File: src/rtl/axis_feature_assembler_pkg.sv
// axis_feature_assembler_pkg: shared state encoding and feature-vector width rule
package axis_feature_assembler_pkg;
  typedef enum logic [1:0] {COLLECT, HOLD, DRAIN} state_t;
  function automatic int feature_width(input int data_width, input int packets_num);
    return data_width * packets_num;
  endfunction
endpackage

File: src/rtl/axis_feature_assembler_sat_counter.sv
// sat_counter: increments on inc and sticks at all-ones
module sat_counter #(
  parameter int WIDTH = 8
) (
  input  logic             clk,
  input  logic             rst,
  input  logic             inc,
  output logic [WIDTH-1:0] count
);
  always_ff @(posedge clk)
    count <= rst ? '0 : (inc && !(&count)) ? count + 1'b1 : count;
endmodule

File: src/rtl/axis_feature_assembler.sv
// axis_feature_assembler: packs a fixed-length AXIS frame into one wide feature vector
module axis_feature_assembler
  import axis_feature_assembler_pkg::*;
#(
  parameter int DATA_WIDTH    = 64,
  parameter int PACKETS_NUM   = 13,
  parameter int ERR_CNT_WIDTH = 8
) (
  input  logic                                                clk,
  input  logic                                                rst,
  input  logic [DATA_WIDTH-1:0]                               s_axis_tdata,
  input  logic                                                s_axis_tvalid,
  output logic                                                s_axis_tready,
  input  logic                                                s_axis_tlast,
  output logic [feature_width(DATA_WIDTH, PACKETS_NUM)-1:0]   m_feat_data,
  output logic                                                m_feat_valid,
  input  logic                                                m_feat_ready,
  output logic                                                frame_err,
  output logic [ERR_CNT_WIDTH-1:0]                            err_count,
  output logic [$clog2(PACKETS_NUM)-1:0]                      word_idx
);
  localparam int IW = $clog2(PACKETS_NUM);
  state_t state, next_state;
  logic collect_beat, last_slot, err_set, release_hold;
  assign last_slot = word_idx == IW'(PACKETS_NUM - 1);
  always_comb begin
    s_axis_tready = state != HOLD;
    m_feat_valid  = state == HOLD;
    collect_beat  = state == COLLECT && s_axis_tvalid;
    release_hold  = state == HOLD && m_feat_ready;
    err_set       = collect_beat && (s_axis_tlast != last_slot);
    next_state    = state;
    if (collect_beat && last_slot)
      next_state = s_axis_tlast ? HOLD : DRAIN;
    else if (release_hold)
      next_state = COLLECT;
    else if (state == DRAIN && s_axis_tvalid && s_axis_tlast)
      next_state = COLLECT;
  end
  always_ff @(posedge clk) begin
    if (rst) begin
      state       <= COLLECT;
      word_idx    <= '0;
      frame_err   <= 1'b0;
      m_feat_data <= '0;
    end else begin
      state     <= next_state;
      frame_err <= err_set;
      if (collect_beat) begin
        m_feat_data[word_idx*DATA_WIDTH +: DATA_WIDTH] <= s_axis_tdata;
        word_idx <= (s_axis_tlast || last_slot) ? '0 : word_idx + 1'b1;
      end else if (release_hold) begin
        word_idx <= '0;
      end
    end
  end
  sat_counter #(.WIDTH(ERR_CNT_WIDTH)) u_err_cnt (
    .clk  (clk),
    .rst  (rst),
    .inc  (err_set),
    .count(err_count)
  );
endmodule

File: config.mk
export PLATFORM = sky130hd
export DESIGN_NAME = axis_feature_assembler
export DESIGN_NICKNAME = d
export VERILOG_FILES = /design/src/rtl/axis_feature_assembler_pkg.sv /design/src/rtl/axis_feature_assembler_sat_counter.sv /design/src/rtl/axis_feature_assembler.sv
export SDC_FILE = /design/constraint.sdc
export NUM_CORES = 2
export LEC_CHECK = 0
export BUFFER_PORTS_ARGS = -buffer_cell sky130_fd_sc_hd__buf_4
export CORE_AREA = 5 5 352 354
export DETAILED_ROUTE_END_ITERATION = 8
export DIE_AREA = 0 0 357 359
export GPL_TIMING_DRIVEN = 0
export HOLD_SLACK_MARGIN = 0.15
export PLACE_DENSITY = 0.5
export SLEW_MARGIN = 0
export SYNTH_ARGS = -nofsm -noshare
export SYNTH_HDL_FRONTEND = slang
export SYNTH_SLANG_ARGS = --single-unit
File: constraint.sdc
create_clock -name clk -period 2.9 [get_ports clk]
set_input_delay 0.29 -clock clk [delete_from_list [all_inputs] [get_ports clk]]
set_output_delay 0.29 -clock clk [all_outputs]
set_load 0.05 [all_outputs]
; Word-level counts from Yosys, hierarchy flattened
; Index checks and enable logic that the tools add are counted.
[totals]
register_bits = 847
inputBits = 69
word_cells = 36
[classes]
n_addsub = 3
n_eq_ne = 5
shift = 2
n_mux = 8
n_reduce_logical = 13
[op_table]
columns = operator, count
row1 = 832-bit bitwise mux, 1
row2 = "64-bit by 34-bit variable shift with 832-bit output, first input constant", 1
row3 = 64-bit by 34-bit indexed part select with 832-bit output, 1
row4 = 10-bit negator with 34-bit output, 1
row5 = 4-bit 2-to-1 mux, 3
row6 = "8-bit by 1-bit adder with 8-bit output, second input constant", 1
row7 = 2-bit 2-to-1 mux, 4
row8 = 8-bit AND reduction, 1
row9 = 1-bit logical AND, 7
row10 = "4-bit by 1-bit adder with 4-bit output, second input constant", 1
row11 = "4-bit == test, second input constant", 1
row12 = 3-bit nonzero test, 1
row13 = "2-bit by 1-bit == test with 1-bit output, second input constant", 1
row14 = "2-bit == test, second input constant", 1
row15 = 2-bit logical NOT, 1
row16 = "2-bit by 1-bit != test with 1-bit output, second input constant", 1
row17 = 2-bit nonzero test, 1
row18 = 1-bit logical NOT, 1
row19 = 1-bit logical OR, 1
row20 = 1-bit != test, 1

; Logic depth before layout (Yosys ltp)
[logic_depth]
word_depth = 6
mapped_depth = 10
ltp_nobuf = 8

; By module
; Synthesis repeated with hierarchy kept, for this count alone.
[hier_totals]
hier_cells = 3582
area_unflattened_um2 = 33922.5
[modules_own_cells]
columns = module, instances, cells_each, area_each_um2, seq_area_each_um2
row1 = axis_feature_assembler, 1, 3538, 33475.9, 16796.1
row2 = sat_counter, 1, 44, 446.7, 160.2

; Worst setup path before layout
; Ideal clock, no wire load.
[synth_path]
path_type = register to register
from = reg word_idx[0]
to = reg m_feat_data[324]
setup_ns = 0.074
t_arrival_ns = 2.913
setup_slack_ns = -0.087
stages_incl_launch_ff = 10
synth_period_minus_slack_ns = 2.987
cell_sequence = dfxtp_1 > clkbuf_1 > nor3_1 > ha_1 > buf_2 > clkinv_1 > nor3_2 > clkbuf_1 > nand2_1 > o21ai_0
[synth_between]
elab_chain_cells = 3
[synth_rtl]
columns = element, line_no
row1 = start: declaration, axis_feature_assembler.sv:20  ; output logic [$clog2(PACKETS_NUM)-1:0] word_idx
row2 = start signal: assignment, axis_feature_assembler.sv:51  ; word_idx <= (s_axis_tlast || last_slot) ? '0 : word_idx + 1'b1;
row3 = 10-bit negator with 34-bit output *, axis_feature_assembler.sv:50  ; m_feat_data[word_idx*DATA_WIDTH +: DATA_WIDTH] <= s_axis_tdata;
row4 = 64-bit by 34-bit indexed part select with 832-bit output / 64-bit by 34-bit variable shift with 832-bit output (equally long branches), axis_feature_assembler.sv:50
row5 = 832-bit bitwise mux *, axis_feature_assembler.sv:50
row6 = end signal: indexed assignment, axis_feature_assembler.sv:50
row7 = end: declaration, axis_feature_assembler.sv:15  ; output logic [feature_width(DATA_WIDTH, PACKETS_NUM)-1:0] m_feat_data,
; Every way passes the cells marked *; elsewhere a longest branch is shown, timed or not.
; A chain may end at the register's enable or synchronous reset.

==> flow_summary.ini <==
[run_status]
status = complete, no violations

[timing]
hold_slack_ns = 0.452
max_freq_ghz = 0.355
rsz0062_at_grt = false
clock_skew_ns = 0.0276
fin_crit_sh_pct = 97.1
setup_tns_ns = 0
setup_viol = 0
report.final.slew_viol_count = 0
min_period_ns = 2.82
hold_viol_final = 0
relSlewSlack_pct = 8.49
worst_pin_slew_ns = 1.37

[yosys]
async_flop_share_pct = 0
ys_top_cells_by_area = dfxtp_1, nand2_1, mux2i_1, a21oi_1, nand3_1
synth.largest_area_cell = dfxtp_1
ys_seq_elements = 847
synth.distinct_cells = 48
syn_nets = 3384
synth.most_common_cell = nand2_1
syn-cell-area_mm2 = 0.0300
ys.warnings.count = 0
syn_inst = 3310
ys_top_cells_by_count = nand2_1, dfxtp_1, mux2i_1, a21oi_1, clkbuf_1
ys.flop_type = dfxtp_1
synth_edf_count = 0
synth_top_area_share_pct = 56.5
avgSynthCellArea_um2 = 9.06
yosysSeqAreaShare_pct = 56.5

[cells_and_area]
areaGrowthSynthToFinish_pct = 45.0
n_fill_cell = 12650
final_layout_size_suffix_gt1_share_pct = 27.3
nNetsFinal = 4503
register_area_mm2 = 0.0170
multi_input_area_mm2 = 0.0120
final_area_mm2 = 0.0435

[power_and_ir_drop]
ir_drop_v = 0.000404
power_density_mw_per_mm2 = 592
power_w = 0.0258
p_leak_nw = 18.8

[floorplan]
start_util_pct = 24.8
die_h_um = 359
die_w_um = 357
die_area_mm2 = 0.128
core_area_mm2 = 0.121
io_pins = 916
fp-row-count = 128

[placed_design]
placed_area_mm2 = 0.0392
portBuffers = 914
dpl.hpwl_um = 123000
routabilityCongestion = 0.846

[setup_path]
reg2reg_from = word_idx[0]
r2r_cells = 11
cp-start-kind = input port
crit_arrival_ns = 3.32
r2r-end = m_feat_data[686]
worstPathRequired_ns = 3.40
rrSetupSlack_ns = 0.13
critPathCaptureType = register
path_max_fanout = 10
critPathKind = in2reg

[route]
via_per_inst = 4.64
drc = 0
firstDrtPassIters = 7
final_antenna_net_count = 0
dr.first_iter.drc_count = 1891
dr_total_vias = 28503
drt-total-wl_um = 160000
avgRoutedWirePerCell_um = 26.0

[grt]
grt_pass1_wl_um = 218000
antenna_found_initial = 7
overflow = 0
grt_max_degree = 14
grt_pass1_vias = 27472
track_usage_pct = 23.7

[run]
drv_cap = 0

[cts]
tritoncts = built
clkLatencyLatePin_ns = 0.66
h-tree-depth = 3
cts_root_buf = clkbuf_16
cts.path.max_buffers = 3
cts_sinks = 847
cts_buffers = 96
cts.reportedPaths.clkPinSlew_ns = 0.06

[worst_hold_path]
hold_depth = 2
worstHoldEndpoint = m_feat_data[39]
hp-class = reg2reg
min-delay-start = m_feat_data[39]
worst max path at each step:
stage	to	cells past startpoint	slack [ns]	startpoint
after global placement	m_feat_data[16]	10	-1.72	word_idx[0]
after detailed placement	m_feat_data[191]	8	-1.21	word_idx[0]
final	m_feat_data[482]	7	0.08	rst
after global routing	m_feat_data[196]	10	0.008	word_idx[0]
after floorplan	m_feat_data[324]	9	0.11	word_idx[0]
after CTS	m_feat_data[305]	9	-0.08	word_idx[0]
timing repair:
action,CTS,global route
buffers inserted,14,10
hold buffers,67,0
endpoints found under the hold margin,743,0
gates resized for setup,73,27
pin swaps,9,5
setup endpoints to repair,837,489
layout make-up:
| cell class | count | area share (%) |
|---|---|---|
| Multi-Input combinational cell | 2210 | 27.5 |
| Clock buffer | 144 | 6.47 |
| Buffer | 242 | 3.02 |
| Inverter | 9 | 0.0834 |
| Tap cell | 1625 | 4.67 |
| Clock inverter | 29 | 0.820 |
| Antenna cell | 9 | 0.0518 |
| Timing Repair Buffer | 1023 | 18.4 |
| Sequential cell | 847 | 39.0 |
registers in the layout, indices dropped and copies added, names as in the netlist:
signal / flops
state: 2
m_feat_data: 832
word_idx: 4
frame_err: 1
u_err_cnt.count: 8
power by group:
part	leakage [nW]	total (W)	internal, W	switching [W]
logic	10.4	0.00166	0.000381	0.00128
clock network	1.57	0.0123	0.00717	0.00517
registers	6.83	0.0118	0.0117	0.0000484
total	18.8	0.0258	0.0193	0.00649
worst max-delay path, stage by stage:
cell and delay (ns):
clkbuf_1 0.81, clkinv_1 0.32, clkbuf_2 0.52, clkbuf_1 0.51, clkbuf_1 0.50, nand3_1 0.20, o21ai_0 0.10
cell usage in the layout (no fill, tap or decap), types with 4 or more instances in the layout:
| cell type | count |
|---|---|
| a21oi_1 | 324 |
| buf_1 | 11 |
| buf_2 | 12 |
| buf_4 | 959 |
| buf_6 | 35 |
| buf_8 | 10 |
| bufinv_16 | 5 |
| clkbuf_1 | 158 |
| clkbuf_16 | 96 |
| clkbuf_2 | 23 |
| clkbuf_4 | 8 |
| clkbuf_8 | 25 |
| clkinv_2 | 16 |
| dfxtp_1 | 845 |
| diode_2 | 9 |
| dlygate4sd3_1 | 67 |
| ha_1 | 4 |
| inv_1 | 7 |
| mux2i_1 | 386 |
| nand2_1 | 1141 |
| nand2_2 | 4 |
| nand2b_1 | 4 |
| nand3_1 | 146 |
| nand4_1 | 5 |
| nor2_1 | 6 |
| nor3_1 | 4 |
| nor4_4 | 4 |
| o21ai_0 | 129 |
cell families (layout without fill, tap and decap cells):
logic type	after synthesis	count (layout)	share of synthesized area, %
flops	847	847	56.5
buf+inv	253	1447	4.05
fa+ha+maj	5	5	0.209
mux	387	387	12.9
compound gates	470	470	8.02
xor+xnor	3	3	0.113
other cells	0	9	0
simple gates	1345	1345	18.2
layer usage:
metal | part of all wire (%) | vias to the layer above | track usage (%)
met2 | 49 | 1140 | 41.2
li1 | - | 13244 | -
met3 | 7.5 | 263 | 5.89
met1 | 40 | 13854 | 28.2
met5 | 0.0081 | - | 0
met4 | 4.1 | 2 | 8.99
per-stage QoR:
stage	instances	util, %	setup slack (ns)
2_1_floorplan	3310	-	0.107
3_3_place_gp	5849	32.2	-1.72
3_5_place_dp	5867	32.4	-1.21
4_1_cts	6120	35.9	-0.0822
5_1_grt	6130	36.0	0.00813
6_report	6138	36.0	0.0832
Note: power is estimated with default switching activity, not from simulation.
